File: config.mk
export PLATFORM = sky130hd
export DESIGN_NAME = serial_add_seq_flat
export DESIGN_NICKNAME = d
export VERILOG_FILES = /design/src/rtl/serial_add_seq_if.sv /design/src/rtl/serial_add_seq.sv /design/src/flat_wrapper.sv
export SDC_FILE = /design/constraint.sdc
export NUM_CORES = 1
export LEC_CHECK = 0
export CAP_MARGIN = 15
export CORE_ASPECT_RATIO = 1.2
export CORE_MARGIN = 1
export CORE_UTILIZATION = 40
export CTS_BUF_LIST = sky130_fd_sc_hd__clkbuf_2 sky130_fd_sc_hd__clkbuf_4 sky130_fd_sc_hd__clkbuf_8
export CTS_CLUSTER_SIZE = 14
export DETAILED_ROUTE_END_ITERATION = 8
export GPL_ROUTABILITY_DRIVEN = 0
export PLACE_DENSITY = 0.71
export SLEW_MARGIN = 20
export SYNTH_ARGS = -nofsm -noshare
export SYNTH_HDL_FRONTEND = slang
export SYNTH_SLANG_ARGS = --single-unit
File: constraint.sdc
create_clock -name clk -period 1.6 [get_ports clk]
set_input_delay 0.16 -clock clk [delete_from_list [all_inputs] [get_ports clk]]
set_output_delay 0.16 -clock clk [all_outputs]
set_load 0.005 [all_outputs]
File: src/rtl/serial_add_seq_if.sv
// Operand and result handshake bundle for the bit-serial adder.
// The DUT uses the slave modport and the operand source/result sink uses the master modport.
interface serial_add_seq_if #(
    parameter int WIDTH = 8
);
    logic             in_valid;
    logic             in_ready;
    logic [WIDTH-1:0] a;
    logic [WIDTH-1:0] b;
    logic             cin;
    logic             out_valid;
    logic             out_ready;
    logic [WIDTH-1:0] sum;
    logic             cout;
    logic             ovf;
    logic             busy;

    modport master (
        output in_valid, a, b, cin, out_ready,
        input  in_ready, out_valid, sum, cout, ovf, busy
    );

    modport slave (
        input  in_valid, a, b, cin, out_ready,
        output in_ready, out_valid, sum, cout, ovf, busy
    );
endinterface

File: src/rtl/serial_add_seq.sv
// Bit-serial adder, one bit per clock and LSB first; result is valid WIDTH cycles after accept.
// Holds the result in DONE until out_ready; in_valid is ignored unless the block is idle.
module serial_add_seq #(
    parameter int WIDTH = 8
) (
    input  logic            clk,
    input  logic            rst,
    serial_add_seq_if.slave bus
);
    localparam int CW = $clog2(WIDTH);
    localparam logic [CW-1:0] CNT_LAST = CW'(WIDTH - 1);
    localparam logic [CW-1:0] CNT_PREV = CW'(WIDTH - 2);

    typedef enum logic [1:0] {IDLE, RUN, DONE} state_t;

    state_t           state, state_next;
    logic [WIDTH-1:0] sa, sb, ssum;
    logic             carry, cmsb_in;
    logic [CW-1:0]    cnt;
    logic             in_ready, out_valid;
    logic             s_bit, c_bit;
    logic [1:0]       ha0, ha1;

    // Returns {carry, sum}.
    function automatic logic [1:0] half_adder(input logic x, input logic y);
        return {x & y, x ^ y};
    endfunction

    always_comb begin
        ha0   = half_adder(sa[0], sb[0]);
        ha1   = half_adder(ha0[0], carry);
        s_bit = ha1[0];
        c_bit = ha0[1] | ha1[1];
    end

    always_ff @(posedge clk) begin
        if (rst) state <= IDLE;
        else     state <= state_next;
    end

    always_comb begin
        state_next = state;
        in_ready   = 1'b0;
        out_valid  = 1'b0;
        case (state)
            IDLE: begin
                in_ready = 1'b1;
                if (bus.in_valid) state_next = RUN;
            end
            RUN: begin
                if (cnt == CNT_LAST) state_next = DONE;
            end
            DONE: begin
                out_valid = 1'b1;
                if (bus.out_ready) state_next = IDLE;
            end
            default: state_next = IDLE;
        endcase
    end

    always_ff @(posedge clk) begin
        if (rst) begin
            sa      <= '0;
            sb      <= '0;
            ssum    <= '0;
            carry   <= 1'b0;
            cmsb_in <= 1'b0;
            cnt     <= '0;
        end else begin
            case (state)
                IDLE: begin
                    if (bus.in_valid) begin
                        sa    <= bus.a;
                        sb    <= bus.b;
                        carry <= bus.cin;
                        cnt   <= '0;
                    end
                end
                RUN: begin
                    ssum  <= {s_bit, ssum[WIDTH-1:1]};
                    sa    <= {1'b0, sa[WIDTH-1:1]};
                    sb    <= {1'b0, sb[WIDTH-1:1]};
                    carry <= c_bit;
                    // Carry produced by bit WIDTH-2 is the carry into the MSB.
                    if (cnt == CNT_PREV) cmsb_in <= c_bit;
                    if (cnt != CNT_LAST) cnt <= cnt + 1'b1;
                end
                default: ;
            endcase
        end
    end

    assign bus.in_ready  = in_ready;
    assign bus.out_valid = out_valid;
    assign bus.busy      = !in_ready;
    assign bus.sum       = ssum;
    assign bus.cout      = carry;
    assign bus.ovf       = cmsb_in ^ carry;
endmodule

File: src/flat_wrapper.sv
// flat-port wrapper written by rule: the top's interface ports become plain ports
module serial_add_seq_flat 
#(
    parameter int WIDTH = 8
)
  (clk, rst, bus_in_valid, bus_a, bus_b, bus_cin, bus_out_ready, bus_in_ready, bus_out_valid, bus_sum, bus_cout, bus_ovf, bus_busy);
  serial_add_seq_if #(.WIDTH(WIDTH)) bus_i ();
  input  logic clk;
  input  logic rst;
  input wire logic [$bits(bus_i.in_valid)-1:0] bus_in_valid;
  input wire logic [$bits(bus_i.a)-1:0] bus_a;
  input wire logic [$bits(bus_i.b)-1:0] bus_b;
  input wire logic [$bits(bus_i.cin)-1:0] bus_cin;
  input wire logic [$bits(bus_i.out_ready)-1:0] bus_out_ready;
  output wire logic [$bits(bus_i.in_ready)-1:0] bus_in_ready;
  output wire logic [$bits(bus_i.out_valid)-1:0] bus_out_valid;
  output wire logic [$bits(bus_i.sum)-1:0] bus_sum;
  output wire logic [$bits(bus_i.cout)-1:0] bus_cout;
  output wire logic [$bits(bus_i.ovf)-1:0] bus_ovf;
  output wire logic [$bits(bus_i.busy)-1:0] bus_busy;
  assign bus_i.in_valid = bus_in_valid;
  assign bus_i.a = bus_a;
  assign bus_i.b = bus_b;
  assign bus_i.cin = bus_cin;
  assign bus_i.out_ready = bus_out_ready;
  assign bus_in_ready = bus_i.in_ready;
  assign bus_out_valid = bus_i.out_valid;
  assign bus_sum = bus_i.sum;
  assign bus_cout = bus_i.cout;
  assign bus_ovf = bus_i.ovf;
  assign bus_busy = bus_i.busy;
  serial_add_seq #(.WIDTH(WIDTH)) u_core (.clk(clk), .rst(rst), .bus(bus_i));
endmodule
# Word-level counts from Yosys, hierarchy flattened
# Index checks and enable logic that the tools add are counted.
[word_totals] wordCells=45 output_inout_bits=13 input_bits=21 register_bits=31
[classes] eq_ne=9 reduce_logical=7 n_bitwise=6 mux=15 n_addsub=1
[ops] cell="$pmux W8 S2" count=2
[ops] cell="$mux W8" count=2
[ops] cell="$eq A3 B3 Y1 const B" count=2
[ops] cell="$mux W2" count=3
[ops] cell="$mux W3" count=2
[ops] cell="$pmux W2 S3" count=1
[ops] cell="$pmux W3 S2" count=1
[ops] cell="$reduce_and A3 Y1" count=2
[ops] cell="$ne A2 B1 Y1 const B" count=2
[ops] cell="$ne A2 B2 Y1 const B" count=2
[ops] cell="$reduce_and A2 Y1" count=2
[ops] cell="$add A3 B1 Y3 const B" count=1
[ops] cell="$mux W1" count=3
[ops] cell="$ne A3 B3 Y1 const B" count=1
[ops] cell="$xor A1 B1 Y1" count=3
[ops] cell="$and A1 B1 Y1" count=2
[ops] cell="$eq A2 B1 Y1 const B" count=1
[ops] cell="$eq A2 B2 Y1 const B" count=1
[ops] cell="$logic_not A2 Y1" count=1
[ops] cell="$pmux W1 S2" count=1
[ops] cell="$reduce_bool A2 Y1" count=1
[ops] cell="$logic_not A1 Y1" count=1
[ops] cell="$or A1 B1 Y1" count=1

# Depth between registers and ports, before layout
[depth] depth_word=4 mapped_depth=5 ltp_nobuf=5

# Least setup slack after synthesis
# OpenSTA, ideal clock, no wires.
[synth_path] path_type="register to register" from="reg u_core.cnt[0]" to="reg u_core.cnt[0]" setup_ns=0.132 slack_ns=0.374 arrival_ns=1.093 path_buffers=0 t_required_ns=1.468 stages_incl_launch_ff=6 path_cell_list="dfxtp_1 -> ha_1 -> ha_1 -> and3_1 -> a31oi_1 -> a21oi_1"
[synth_via] elab_chain_len=3 word_cells_on_any_way=6 cone_classes="1 x add/sub; 2 x eq/ne; 2 x mux; 1 x reduce/logical"
[synth_lines] element="start, declared" line="serial_add_seq.sv:19" source="logic [CW-1:0] cnt;"
[synth_lines] element="start signal, assigned" line="serial_add_seq.sv:86" source="if (cnt != CNT_LAST) cnt <= cnt + 1'b1;"
[synth_lines] element="$add A3 B1 Y3 / $ne A3 B3 Y1 (equally long branches)" line="serial_add_seq.sv:86"
[synth_lines] element="$mux W3 / $ne A2 B1 Y1 (equally long branches)"
[synth_lines] element="$pmux W3 S2 / $reduce_and A3 Y1 (equally long branches)"
# Several ways; a longest one is shown, not always the timed one. The select of a mux whose other input is x is not followed.
# A chain may end at the register's enable or synchronous reset.

# Worst setup path in the final report
[layout_path] from="reg u_core.state[1]" to="out bus_in_ready"
[layout_via] elab_chain_len=2
[layout_lines] element="start, declared" line="serial_add_seq.sv:16" source="state_t state, state_next;"
[layout_lines] element="start signal, assigned" line="serial_add_seq.sv:38" source="else state <= state_next;"
[layout_lines] element="$logic_not A2 Y1" line="serial_add_seq.sv:45" source="case (state)"
[layout_lines] element="$mux W1" line="serial_add_seq.sv:45"
[layout_lines] element="end, declared" line="flat_wrapper.sv:15" source="output wire logic [$bits(bus_i.in_ready)-1:0] bus_in_ready;"
# No other way between the ends.

==> results_dict.tcl <==
set metrics [dict create \
    outcome "complete, no violations" \
    start_util_pct 41.94 \
    via_per_inst 4.921 \
    timing.final.crit_share_pct 95.05 \
    synthTopCellsByArea "dfxtp_1 41%, a211oi_2 12%, mux2i_1 11%" \
    synthCells 151 \
    design_area_mm2 0.002014 \
    fp.dieH_um 69.62 \
    drt-pass1-iter-count 4 \
    crit_chain "nor2_2 > clkdlybuf4s50_1" \
    cts_buffers 5 \
    std_cell_rows 24 \
    setup_viol 0 \
    holdWs_ps 467.5 \
    synth-edff-count 0 \
    route.detailed.drc 0 \
    core_area_mm2 0.003633 \
    postCtsSetupBuffers 0 \
    cp.required_ps 1440 \
    grt_pass1_wl_um 5154 \
    drt_iter0_drc 31 \
    crit_arrival_ps 1360 \
    dieWidth_um 58.35 \
    ys_seq_area_share_pct 40.72 \
    drv_slew 0 \
    crit_path_end_kind "primary output" \
    cp_top_family "buffers and inverters" \
    slew_headroom_pct 74.30 \
    grt_max_degree 32 \
    grt_pass1_vias 1231 \
    nNetsFinal 212 \
    overflow 0 \
    dp_hpwl_um 2173 \
    grt_setup_unrepaired "no" \
    synth.most_common_cell "dfxtp_1" \
    postSynthAreaPerCell_um2 10.09 \
    grt_usage_pct 16.48 \
    async_flop_share_pct 0 \
    power_density_mw_per_mm2 909.5 \
    path_max_fanout 4 \
    synth_top_area_share_pct 40.72 \
    cts_tree "done" \
    synth_cell_types 30 \
    synthFlopType "dfxtp_1" \
    n_antenna_cell 0 \
    totalWireLength_um 2904 \
    port_buffers 33 \
    min_path_type "reg -> reg" \
    synthesis.nets 176 \
    syn-cell-area_mm2 0.001524 \
    via_count 1181 \
    clock_sinks 31 \
    place_area_mm2 0.001904 \
    cts.clk_slew.worst_paths_ps 60 \
    ant_nets 0 \
    critical_path_buf_inv_count 1 \
    irDropWorstVdd_mv 0.5344 \
    cts.htree.levels 2 \
    critPathSlowestCell "clkdlybuf4s50_1" \
    synth_top_cell_by_area "dfxtp_1" \
    clock_skew_ps 4.342 \
    area_delta_synth_final_pct 32.18 \
    tightest_slew_ps 384.8 \
    finalSetupTns_ps 0 \
    startpoint_type "register" \
    drive_above_1_share_pct 26.06 \
    hold_viol_final 0 \
    antenna_found_initial 0 \
    fmax_ghz 0.6575 \
    synthTopCellsByCount "31 x dfxtp_1, 20 x nand2_1, 16 x mux2i_1" \
    crit_type "reg -> out" \
    cts-root-buf "clkbuf_8" \
    yosys_warnings 0 \
    num_io_pins 34 \
    cellLeakagePower_nw 0.7477 \
    setup_ws_ps 79.16 \
    pre_cts_ws_ps 173.8 \
    cpPeakStageDelay_ps 560 \
    ys_seq_elements 31 \
    min_period_ps 1521 \
    cts_hold_buf 0 \
    wl_per_cell_um 12.10 \
    drv_cap 0 \
    worstSkewPairLatency_ps 270 \
    die-area_mm2 0.004062 \
    cts_max_path_buffers 2 \
]
[cell usage in the layout (no fill, tap or decap), drive strengths merged, types with 2 or more instances in the layout]
cell type	instances
inv	4
nor2	20
mux2i	16
a21oi	10
nand2	20
buf	7
clkdlybuf4s50	33
a31oi	3
a32oi	2
clkbuf	8
nand3	3
nor2b	2
dfxtp	31
ha	3
a211oi	15
[cell type report]
cell class | count | area (um^2)
Clock buffer | 8 | 103.9
Fill cell | 334 | 1619
Inverter | 4 | 15.01
Multi-Input combinational cell | 105 | 788.3
Sequential cell | 31 | 621.8
Tap cell | 52 | 65.06
Timing Repair Buffer | 40 | 420.4
[sequential cells by signal, summed over array words and instances, names as in the netlist]
signal / cells
u_core.bus.cout: 1
u_core.sa: 8
u_core.state: 2
u_core.sb: 8
u_core.cmsb_in: 1
u_core.bus.sum: 8
u_core.cnt: 3
[power by group]
part           internal [W]  total, W  switching [W]
sequential         0.000819  0.000854      0.0000357
clock              0.000409  0.000675       0.000266
combinational      0.000166  0.000302       0.000137
[repair_timing]
item,4_1_cts,5_1_grt
resized for setup,1,2
endpoints found under the setup margin,1,2
endpoints found under the hold margin,0,0
[worst paths after layout]
check | from | end | slack [ps] | cells past startpoint
worst max-delay path | u_core.state[1] | bus_in_ready | 80 | 2
worst min-delay path | u_core.bus.sum[0] | u_core.bus.sum[0] | 470 | 2
worst max register to register | u_core.state[0] | u_core.sa[4] | 180 | 5
worst min register to register | u_core.bus.sum[0] | u_core.bus.sum[0] | 470 | 2
[layer usage]
layer  part of all wire (%)  vias up  global-route usage (%)
met5                      0        -                       0
met4                   0.65        0                   6.085
met3                    4.0        2                   4.664
met2                     53       30                   30.14
met1                     42      554                   17.33
li1                       -      595                       -
[tightest hold or removal path: cells and delay by family (launching register included)]
family,cells,cell delay [ps]
DFF,1,310
and+or+nand+nor,1,50
AOI/OAI and AO/OA,1,60
[stage by stage]
stage | power [W] | instances | utilization (%)
after CTS | 0.001857 | 240 | 55.34
after global placement | 0.001163 | 232 | 52.41
after global routing | 0.001929 | 240 | 55.44
after detailed placement | 0.001175 | 232 | 52.41
after floorplan | 0.001070 | 151 | -
final | 0.001832 | 240 | 55.44
[kinds of logic after synthesis]
logic type / synth area share (%)
multiplexers: 10.51
buffers and inverters: 7.881
AND/OR/NAND/NOR: 16.17
AO/OA/AOI/OAI: 20.36
adder cells (fa/ha/maj): 3.777
flip-flops: 40.72
XOR/XNOR: 0.5748
No activity file was read; power rests on OpenSTA's default activity.
